## src/rtl/hazard_unit_if.sv

```systemverilog
// Hazard-unit bundle: ID-stage instruction description and branch resolution
// going in, stall/flush/forward controls and event counters coming out.
interface hazard_unit_if #(
  parameter int REG_W = 5,
  parameter int SEL_W = 2,
  parameter int CNT_W = 16
);
  logic             id_valid;
  logic [REG_W-1:0] id_rs;
  logic [REG_W-1:0] id_rt;
  logic             id_use_rs;
  logic             id_use_rt;
  logic [REG_W-1:0] id_dst;
  logic             id_we;
  logic             id_load;
  logic             branch_taken;

  logic             stall;
  logic             flush_if_id;
  logic             flush_id_exe;
  logic [SEL_W-1:0] fwd_a;
  logic [SEL_W-1:0] fwd_b;
  logic [CNT_W-1:0] stall_cnt;
  logic [CNT_W-1:0] flush_cnt;

  // Pipeline side: describes the ID instruction, consumes the controls.
  modport master (
    output id_valid, id_rs, id_rt, id_use_rs, id_use_rt, id_dst, id_we,
           id_load, branch_taken,
    input  stall, flush_if_id, flush_id_exe, fwd_a, fwd_b, stall_cnt,
           flush_cnt
  );

  // Hazard unit side.
  modport slave (
    input  id_valid, id_rs, id_rt, id_use_rs, id_use_rt, id_dst, id_we,
           id_load, branch_taken,
    output stall, flush_if_id, flush_id_exe, fwd_a, fwd_b, stall_cnt,
           flush_cnt
  );
endinterface

```

## src/rtl/hazard_unit.sv

```systemverilog
// Hazard and forwarding controller for the five-stage pipeline. Tracks the
// destination registers of in-flight instructions, produces registered EXE
// operand forwarding selects, a load-use stall, branch flushes and
// saturating stall/flush event counters.
module hazard_unit #(
  parameter int REG_W    = 5,
  parameter int DEPTH    = 3,
  parameter int LOAD_LAT = 1,
  parameter int CNT_W    = 16,
  parameter int SEL_W    = $clog2(DEPTH)
) (
  input  logic         clock,
  input  logic         reset,
  hazard_unit_if.slave bus
);

  // The oldest (WB) slot is never matched because the register file reads
  // write-first, so only the forwardable slots EXE..DEPTH-2 are stored.
  localparam int TRACK = DEPTH - 1;

  logic             sb_vld  [TRACK];
  logic [REG_W-1:0] sb_dst  [TRACK];
  logic             sb_load [TRACK];

  logic [SEL_W-1:0] fwd_a_p1;
  logic [SEL_W-1:0] fwd_b_p1;
  logic [CNT_W-1:0] stall_cnt_q;
  logic [CNT_W-1:0] flush_cnt_q;

  logic [SEL_W-1:0] sel_a;
  logic [SEL_W-1:0] sel_b;
  logic             ld_a;
  logic             ld_b;
  logic             raw_stall;
  logic             stall;
  logic             enter;

  function automatic logic [CNT_W-1:0] sat_inc(input logic [CNT_W-1:0] v,
                                                input logic en);
    if (en && (v != {CNT_W{1'b1}})) return v + CNT_W'(1);
    return v;
  endfunction

  // Newest-match search: scan oldest to newest so the youngest producer wins.
  always_comb begin
    sel_a = '0;
    sel_b = '0;
    ld_a  = 1'b0;
    ld_b  = 1'b0;
    for (int k = TRACK - 1; k >= 0; k--) begin
      if (bus.id_use_rs && (bus.id_rs != '0) && sb_vld[k] &&
          (sb_dst[k] == bus.id_rs)) begin
        sel_a = SEL_W'(k + 1);
        ld_a  = sb_load[k] && (k < LOAD_LAT);
      end
      if (bus.id_use_rt && (bus.id_rt != '0) && sb_vld[k] &&
          (sb_dst[k] == bus.id_rt)) begin
        sel_b = SEL_W'(k + 1);
        ld_b  = sb_load[k] && (k < LOAD_LAT);
      end
    end
  end

  // A taken branch squashes the ID instruction, so it overrides the stall.
  assign raw_stall = ld_a | ld_b;
  assign stall     = raw_stall & ~bus.branch_taken;
  assign enter     = bus.id_valid & ~stall & ~bus.branch_taken;

  // ---- ID -> EXE boundary: scoreboard valids, forward selects, counters ----
  always_ff @(posedge clock) begin
    if (!reset) begin
      for (int k = 0; k < TRACK; k++) sb_vld[k] <= 1'b0;
      fwd_a_p1    <= '0;
      fwd_b_p1    <= '0;
      stall_cnt_q <= '0;
      flush_cnt_q <= '0;
    end else begin
      sb_vld[0] <= enter & bus.id_we & (bus.id_dst != '0);
      for (int k = 1; k < TRACK; k++) sb_vld[k] <= sb_vld[k-1];
      fwd_a_p1    <= enter ? sel_a : '0;
      fwd_b_p1    <= enter ? sel_b : '0;
      stall_cnt_q <= sat_inc(stall_cnt_q, stall);
      flush_cnt_q <= sat_inc(flush_cnt_q, bus.branch_taken);
    end
  end

  // Scoreboard payload shifts alongside the valids; it is qualified by them.
  always_ff @(posedge clock) begin
    sb_dst[0]  <= bus.id_dst;
    sb_load[0] <= bus.id_load;
    for (int k = 1; k < TRACK; k++) begin
      sb_dst[k]  <= sb_dst[k-1];
      sb_load[k] <= sb_load[k-1];
    end
  end

  assign bus.stall        = stall;
  assign bus.flush_if_id  = bus.branch_taken;
  assign bus.flush_id_exe = bus.branch_taken;
  assign bus.fwd_a        = fwd_a_p1;
  assign bus.fwd_b        = fwd_b_p1;
  assign bus.stall_cnt    = stall_cnt_q;
  assign bus.flush_cnt    = flush_cnt_q;

endmodule
```

## src/flat_wrapper.sv

```systemverilog
// flat-port wrapper written by rule: the top's interface ports become plain ports
module hazard_unit_flat 
#(
  parameter int REG_W    = 5,
  parameter int DEPTH    = 3,
  parameter int LOAD_LAT = 1,
  parameter int CNT_W    = 16,
  parameter int SEL_W    = $clog2(DEPTH)
)
  (clock, reset, bus_id_valid, bus_id_rs, bus_id_rt, bus_id_use_rs, bus_id_use_rt, bus_id_dst, bus_id_we, bus_id_load, bus_branch_taken, bus_stall, bus_flush_if_id, bus_flush_id_exe, bus_fwd_a, bus_fwd_b, bus_stall_cnt, bus_flush_cnt);
  hazard_unit_if #(.REG_W(REG_W), .SEL_W(SEL_W), .CNT_W(CNT_W)) bus_i ();
  input  logic clock;
  input  logic reset;
  input wire logic [$bits(bus_i.id_valid)-1:0] bus_id_valid;
  input wire logic [$bits(bus_i.id_rs)-1:0] bus_id_rs;
  input wire logic [$bits(bus_i.id_rt)-1:0] bus_id_rt;
  input wire logic [$bits(bus_i.id_use_rs)-1:0] bus_id_use_rs;
  input wire logic [$bits(bus_i.id_use_rt)-1:0] bus_id_use_rt;
  input wire logic [$bits(bus_i.id_dst)-1:0] bus_id_dst;
  input wire logic [$bits(bus_i.id_we)-1:0] bus_id_we;
  input wire logic [$bits(bus_i.id_load)-1:0] bus_id_load;
  input wire logic [$bits(bus_i.branch_taken)-1:0] bus_branch_taken;
  output wire logic [$bits(bus_i.stall)-1:0] bus_stall;
  output wire logic [$bits(bus_i.flush_if_id)-1:0] bus_flush_if_id;
  output wire logic [$bits(bus_i.flush_id_exe)-1:0] bus_flush_id_exe;
  output wire logic [$bits(bus_i.fwd_a)-1:0] bus_fwd_a;
  output wire logic [$bits(bus_i.fwd_b)-1:0] bus_fwd_b;
  output wire logic [$bits(bus_i.stall_cnt)-1:0] bus_stall_cnt;
  output wire logic [$bits(bus_i.flush_cnt)-1:0] bus_flush_cnt;
  assign bus_i.id_valid = bus_id_valid;
  assign bus_i.id_rs = bus_id_rs;
  assign bus_i.id_rt = bus_id_rt;
  assign bus_i.id_use_rs = bus_id_use_rs;
  assign bus_i.id_use_rt = bus_id_use_rt;
  assign bus_i.id_dst = bus_id_dst;
  assign bus_i.id_we = bus_id_we;
  assign bus_i.id_load = bus_id_load;
  assign bus_i.branch_taken = bus_branch_taken;
  assign bus_stall = bus_i.stall;
  assign bus_flush_if_id = bus_i.flush_if_id;
  assign bus_flush_id_exe = bus_i.flush_id_exe;
  assign bus_fwd_a = bus_i.fwd_a;
  assign bus_fwd_b = bus_i.fwd_b;
  assign bus_stall_cnt = bus_i.stall_cnt;
  assign bus_flush_cnt = bus_i.flush_cnt;
  hazard_unit #(.REG_W(REG_W), .DEPTH(DEPTH), .LOAD_LAT(LOAD_LAT), .CNT_W(CNT_W), .SEL_W(SEL_W)) u_core (.clock(clock), .reset(reset), .bus(bus_i));
endmodule
```

## config.mk

```make
export PLATFORM = sky130hd
export DESIGN_NAME = hazard_unit_flat
export DESIGN_NICKNAME = d
export VERILOG_FILES = /design/src/rtl/hazard_unit_if.sv /design/src/rtl/hazard_unit.sv /design/src/flat_wrapper.sv
export SDC_FILE = /design/constraint.sdc
export NUM_CORES = 1
export LEC_CHECK = 0
export ABC_AREA = 1
export BUFFER_PORTS_ARGS = -buffer_cell sky130_fd_sc_hd__buf_2
export CORE_MARGIN = 4
export CORE_UTILIZATION = 54
export DETAILED_ROUTE_END_ITERATION = 6
export GPL_TIMING_DRIVEN = 0
export PLACE_DENSITY = 0.8
export SLEW_MARGIN = 5
export SYNTH_ARGS = -nofsm -noshare
export SYNTH_HDL_FRONTEND = slang
export SYNTH_SLANG_ARGS = --single-unit
```

## constraint.sdc

```tcl
create_clock -name clock -period 2 [get_ports clock]
set_clock_uncertainty 0.05 [all_clocks]
set_input_delay 0.3 -clock clock [delete_from_list [all_inputs] [get_ports clock]]
set_output_delay 0.3 -clock clock [all_outputs]
set_load 0.02 [all_outputs]
```

# [Yosys cells after proc, flatten, opt, wreduce, memory -nomap -nowiden]
# Memory sizes are Yosys's and may differ from the RTL's.
# Index checks and enable logic that the tools add are counted.
[word_totals] ff_bits=36 ram_bits=14 word_cells=63 mem_count=3
[classes] n_addsub=2 eq_ne=6 muxes=16 bitwise=12 n_reduce_logical=18
[mem_list] memory="u_core.sb_dst" words=2 width=5 rd=2 rd_clocked_by_memory_dff=0 write_ports=2 line_no="hazard_unit.sv:22" source="logic [REG_W-1:0] sb_dst [TRACK];"
[mem_list] memory="u_core.sb_load" words=2 width=1 rd=1 rd_clocked_by_memory_dff=0 write_ports=2 line_no="hazard_unit.sv:23" source="logic sb_load [TRACK];"
[mem_list] memory="u_core.sb_vld" words=2 width=1 rd=2 rd_clocked_by_memory_dff=0 write_ports=2 line_no="hazard_unit.sv:21" source="logic sb_vld [TRACK];"
[op_table] op="$add A16 B1 Y16 const B" count=2
[op_table] op="$mux W16" count=2
[op_table] op="$ne A16 B16 Y1 const B" count=2
[op_table] op="$eq A5 B5 Y1" count=4
[op_table] op="$reduce_bool A5 Y1" count=3
[op_table] op="$logic_and A1 B1 Y1" count=12
[op_table] op="$mux W1" count=12
[op_table] op="$reduce_or A3 Y1" count=2
[op_table] op="$and A1 B1 Y1" count=5
[op_table] op="$mux W2" count=2
[op_table] op="$not A1 Y1" count=4
[op_table] op="$or A1 B1 Y1" count=3
[op_table] op="$reduce_and A2 Y1" count=1

# [Depth between registers and ports, before layout]
[depth] ltp_word=13 depth_mapped=11

# [Least setup slack after synthesis]
# No wires, ideal clock.
[synth_timing] path_kind="reg2reg" from="register u_core.flush_cnt_q[0] (netlist: u_core.bus.flush_cnt[0])" to="register u_core.flush_cnt_q[0] (netlist: u_core.bus.flush_cnt[0])" setup_time_ps=134 t_arrival_ps=1566 required_ps=1816 path_slack_ps=250 path_stages_with_launch=10 n_path_buf=1 period_less_slack_ps=1750 cell_sequence="dfxtp_1 > ha_1 > nand3_1 > inv_1 > nand2_1 > nor2_1 > nor2_4 > buf_2 > o21ai_1 > a21oi_1"
[synth_via] elab_chain_len=4
[synth_lines] element="start, declared" line_no="hazard_unit.sv:28" source="logic [CNT_W-1:0] flush_cnt_q;"
[synth_lines] element="start signal, assigned" line_no="hazard_unit.sv:83" source="flush_cnt_q <= sat_inc(flush_cnt_q, bus.branch_taken);"
[synth_lines] element="parallel branches: the longest is 4 deep, another holds $add A16 B1 Y16"
# Several ways; the timed one is not identified. The select of a mux whose other input is x is not followed.
# A chain may end at the register's enable or synchronous reset.

==> impl_metrics.yaml <==
run_status:
  outcome: "completed"
sta:
  final-setup-viol-count: 0
  layout_worst_path_cycle_share: 0.9517
  final.min_clock_period_ns: 1.903
  finalHoldViolations: 0
  slew_viol_final: 0
  fmax_mhz: 525.4
  max_slew_margin: 0.5856
  max_slew.worst_pin.slew_ns: 0.6216
  rsz0062_at_grt: "true"
  totalNegativeSetupSlack_ns: 0
place:
  dp_hpwl_mm: 5.301
  buffer_ports.inserted: 61
  gp_congestion: 0.9171
power_and_ir_drop:
  seq_power_share: 0.537
  power_frac_clock: 0.379
  switching_power_mw: 0.4564
  power.ir.vdd_worst_uv: 330.4
  power_density_mw_per_mm2: 562.8
  p_leak_nw: 1.469
  internal-power_mw: 1.424
  combinationalPowerShare: 0.085
  power_switching_share: 0.2427
floorplan:
  die_w_um: 80.01
  pin_count: 62
  floorplan.rows: 25
  floorplan.initialDensity: 0.5738
  floorplan.die.height_um: 80.01
  placeableCoreArea_mm2: 0.004880
  design.die.area_mm2: 0.006402
global_route:
  first_global_vias: 2657
  first_pass_grt_wire_length_mm: 11.47
  number_of_antenna_violations_at_the_first_check_in_global_routing: 0
  globalRoute.totalOverflow: 0
  grtUsageTotal: 0.2217
  largest_net_degree_at_the_start_of_global_routing: 17
setup_path:
  critPathArrivalTime_ns: 1.55
  endpoint_kind: "output pin"
  crit_required_ns: 1.65
  max_stage_delay_ns: 0.36
  crit_chain: "inv_2, a21oi_2, nand2_1, nor2_1, nand3_2, nand2_8, nand2_1, inv_1, buf_4"
  crit_slowest_cell: "sky130_fd_sc_hd__dfxtp_2"
  timing.critical_path.fanout_max: 4
  worst-path-buf-inv: 3
  timing_worst_setup_path_type: "flip-flop to output pin"
  cpLargestDelayFamily: "simple AND/OR/NAND/NOR gates"
  cp_dominant_cell_by_count: "sky130_fd_sc_hd__nand2_1"
  startpoint_type: "flip-flop"
routing:
  total_drc_errors_in_the_routed_layout: 0
  count_of_antenna_violating_nets_left_after_detailed_routing: 0
  dr.pass1.iters: 4
  dr_total_vias: 2763
  drt-initial-drc-count: 164
  drt-wirelength-per-cell_um: 12.57
  wl_mm: 6.764
  detail_route.vias_per_cell: 5.136
clock_network:
  clkLatencyLatePin_ns: 0.30
  clock_tree.root_cell: "sky130_fd_sc_hd__clkbuf_8"
  cts.sinks: 49
  cts_max_level: 2
  clk_pin_slew_worst_paths_ns: 0.09
  cts_tree: "yes"
  cts_bufs_inserted: 5
  clock_tree.buffer_depth: 2
synth:
  synth_nets: 425
  synth-seq-area-share: 0.3503
  post_synth.cell_area_avg_um2: 7.000
  synthesis.yosys.warnings: 0
  async_flop_share: 0
  number_of_enable_type_register_cells_in_the_synthesized_netlist: 0
  synth_area_mm2: 0.002800
  netlist.area_leader.share: 0.3503
  postSynthRegisterBits: 49
  synthCells: 400
  synth_top_cells_by_area: "sky130_fd_sc_hd__dfxtp_1 35%, sky130_fd_sc_hd__nand2_1 13%, sky130_fd_sc_hd__nor2_1 6.2%"
  synth_area_leader_cell: "sky130_fd_sc_hd__dfxtp_1"
  post_synth_top_flop: "sky130_fd_sc_hd__dfxtp_1"
  netlist-cell-type-count: 38
cells_and_area:
  layout_commonest_cell: "sky130_fd_sc_hd__nand2_1"
  num-nets-final: 495
  final_core_utilization: 0.6849
  areaGrowthSynthToFinish_pct: 19.35
  most-common-layout-cells: "96 x sky130_fd_sc_hd__nand2_1, 61 x sky130_fd_sc_hd__buf_2, 46 x sky130_fd_sc_hd__nor2_1"
  drive_gt1_frac: 0.2781
  antenna-diode-count: 0
flow_run:
  total_of_max_cap_violations: 0
min_path:
  worst_hold_path_type: "input port to flip-flop"
==> power by group through the flow <==
stage | Sequential [mW] | Clock, mW | Combinational (mW)
2_1_floorplan | 1.03 | 0 | 0.0926
3_3_place_gp | 1.03 | 0 | 0.156
3_5_place_dp | 1.03 | 0 | 0.158
4_1_cts | 1.01 | 0.729 | 0.159
5_1_grt | 1.01 | 0.765 | 0.179
6_report | 1.01 | 0.712 | 0.159
==> stage by stage <==
stage | instance area, um2 | hold WS, ns | instances | setup slack, ns | power [mW]
global route | 3342 | 0.04614 | 538 | -0.05306 | 1.955
finish | 3342 | 0.05335 | 538 | 0.09658 | 1.881
detailed placement | 3189 | 0.3277 | 528 | 0.1984 | 1.189
CTS | 3306 | 0.04663 | 536 | 0.02190 | 1.897
floorplan | 2800 | 0.2777 | 400 | 0.2501 | 1.124
global placement | 3189 | 0.3254 | 528 | 0.2119 | 1.186
==> metal layers <==
metal | global-route usage | up-vias | routed length (um)
met5 | 0 | - | 0
met4 | 0.08277 | 0 | 97
met3 | 0.03499 | 11 | 334
met2 | 0.3825 | 70 | 3303
met1 | 0.2757 | 1236 | 3029
li1 | - | 1446 | -
==> cells by family (layout without fill, tap and decap cells) <==
kind of cell,Yosys count,in the layout,share of synthesized area
and+or+nand+nor,225,225,0.3910
adders and majority gates,2,2,0.008935
AOI/OAI and AO/OA,49,49,0.1055
xor gates and xnor gates,19,19,0.05943
buffers and inverters,56,127,0.08489
DFF,49,49,0.3503
==> cell type report <==
type | count | area, um2
plain buffers | 10 | 66.31
fillers | 460 | 1538
well taps | 67 | 83.83
clock inverters | 3 | 43.79
multi-input cells | 295 | 1593
clock buffers | 5 | 68.82
repair buffers | 63 | 322.8
flip-flops and latches | 49 | 991.0
inverters | 46 | 172.7
==> worst paths after layout <==
kind,start,endpoint,slack (ns),depth (start not counted)
worst max-delay path,u_core.sb_dst[0][3],bus_stall,0.1,9
worst min-delay path,bus_id_dst[0],u_core.sb_dst[0][0],0.05,1
worst max register to register,u_core.bus.flush_cnt[1],u_core.bus.flush_cnt[7],0.16,10
worst min register to register,u_core.sb_dst[0][4],u_core.sb_dst[0][9],0.33,0
==> state kept, by name (all words and copies together) (netlist names) <==
| signal | cells |
|---|---|
| u_core.bus.flush_cnt | 16 |
| u_core.bus.stall_cnt | 16 |
| u_core.sb_dst | 10 |
| u_core.bus.fwd_b | 2 |
| u_core.sb_load | 1 |
| u_core.bus.fwd_a | 2 |
| u_core.sb_vld | 2 |
==> cell usage after synthesis (2+ instances only) <==
cell type and instances:
sky130_fd_sc_hd__a21oi_1 18, sky130_fd_sc_hd__a21oi_2 10, sky130_fd_sc_hd__buf_4 2, sky130_fd_sc_hd__clkbuf_1 5, sky130_fd_sc_hd__dfxtp_1 49, sky130_fd_sc_hd__ha_1 2, sky130_fd_sc_hd__inv_1 37, sky130_fd_sc_hd__inv_2 8
sky130_fd_sc_hd__nand2_1 97, sky130_fd_sc_hd__nand2_2 11, sky130_fd_sc_hd__nand3_1 21, sky130_fd_sc_hd__nand3_2 2, sky130_fd_sc_hd__nand3_4 2, sky130_fd_sc_hd__nand4_1 24, sky130_fd_sc_hd__nor2_1 46, sky130_fd_sc_hd__nor2_2 6
sky130_fd_sc_hd__nor2_4 3, sky130_fd_sc_hd__nor3_1 6, sky130_fd_sc_hd__o21ai_0 10, sky130_fd_sc_hd__o21ai_1 6, sky130_fd_sc_hd__xnor2_1 5, sky130_fd_sc_hd__xor2_1 14
==> worst register-to-register path: stages (launching register included) <==
cell,delay [ns]
sky130_fd_sc_hd__dfxtp_1,0.42
sky130_fd_sc_hd__ha_1,0.25
sky130_fd_sc_hd__nand3_1,0.14
sky130_fd_sc_hd__inv_1,0.12
sky130_fd_sc_hd__nand2_1,0.06
sky130_fd_sc_hd__nor2_1,0.20
sky130_fd_sc_hd__nor2_4,0.09
sky130_fd_sc_hd__inv_2,0.17
sky130_fd_sc_hd__o21ai_0,0.10
sky130_fd_sc_hd__nand2_1,0.07
sky130_fd_sc_hd__nor2_1,0.04
==> what timing repair did <==
action,4_1_cts,5_1_grt
resized for setup,3,9
setup endpoints to repair,1,5
setup buffers,0,2
hold buffers,0,0
pin swaps,0,3
Power figures use the tool's default switching activity.
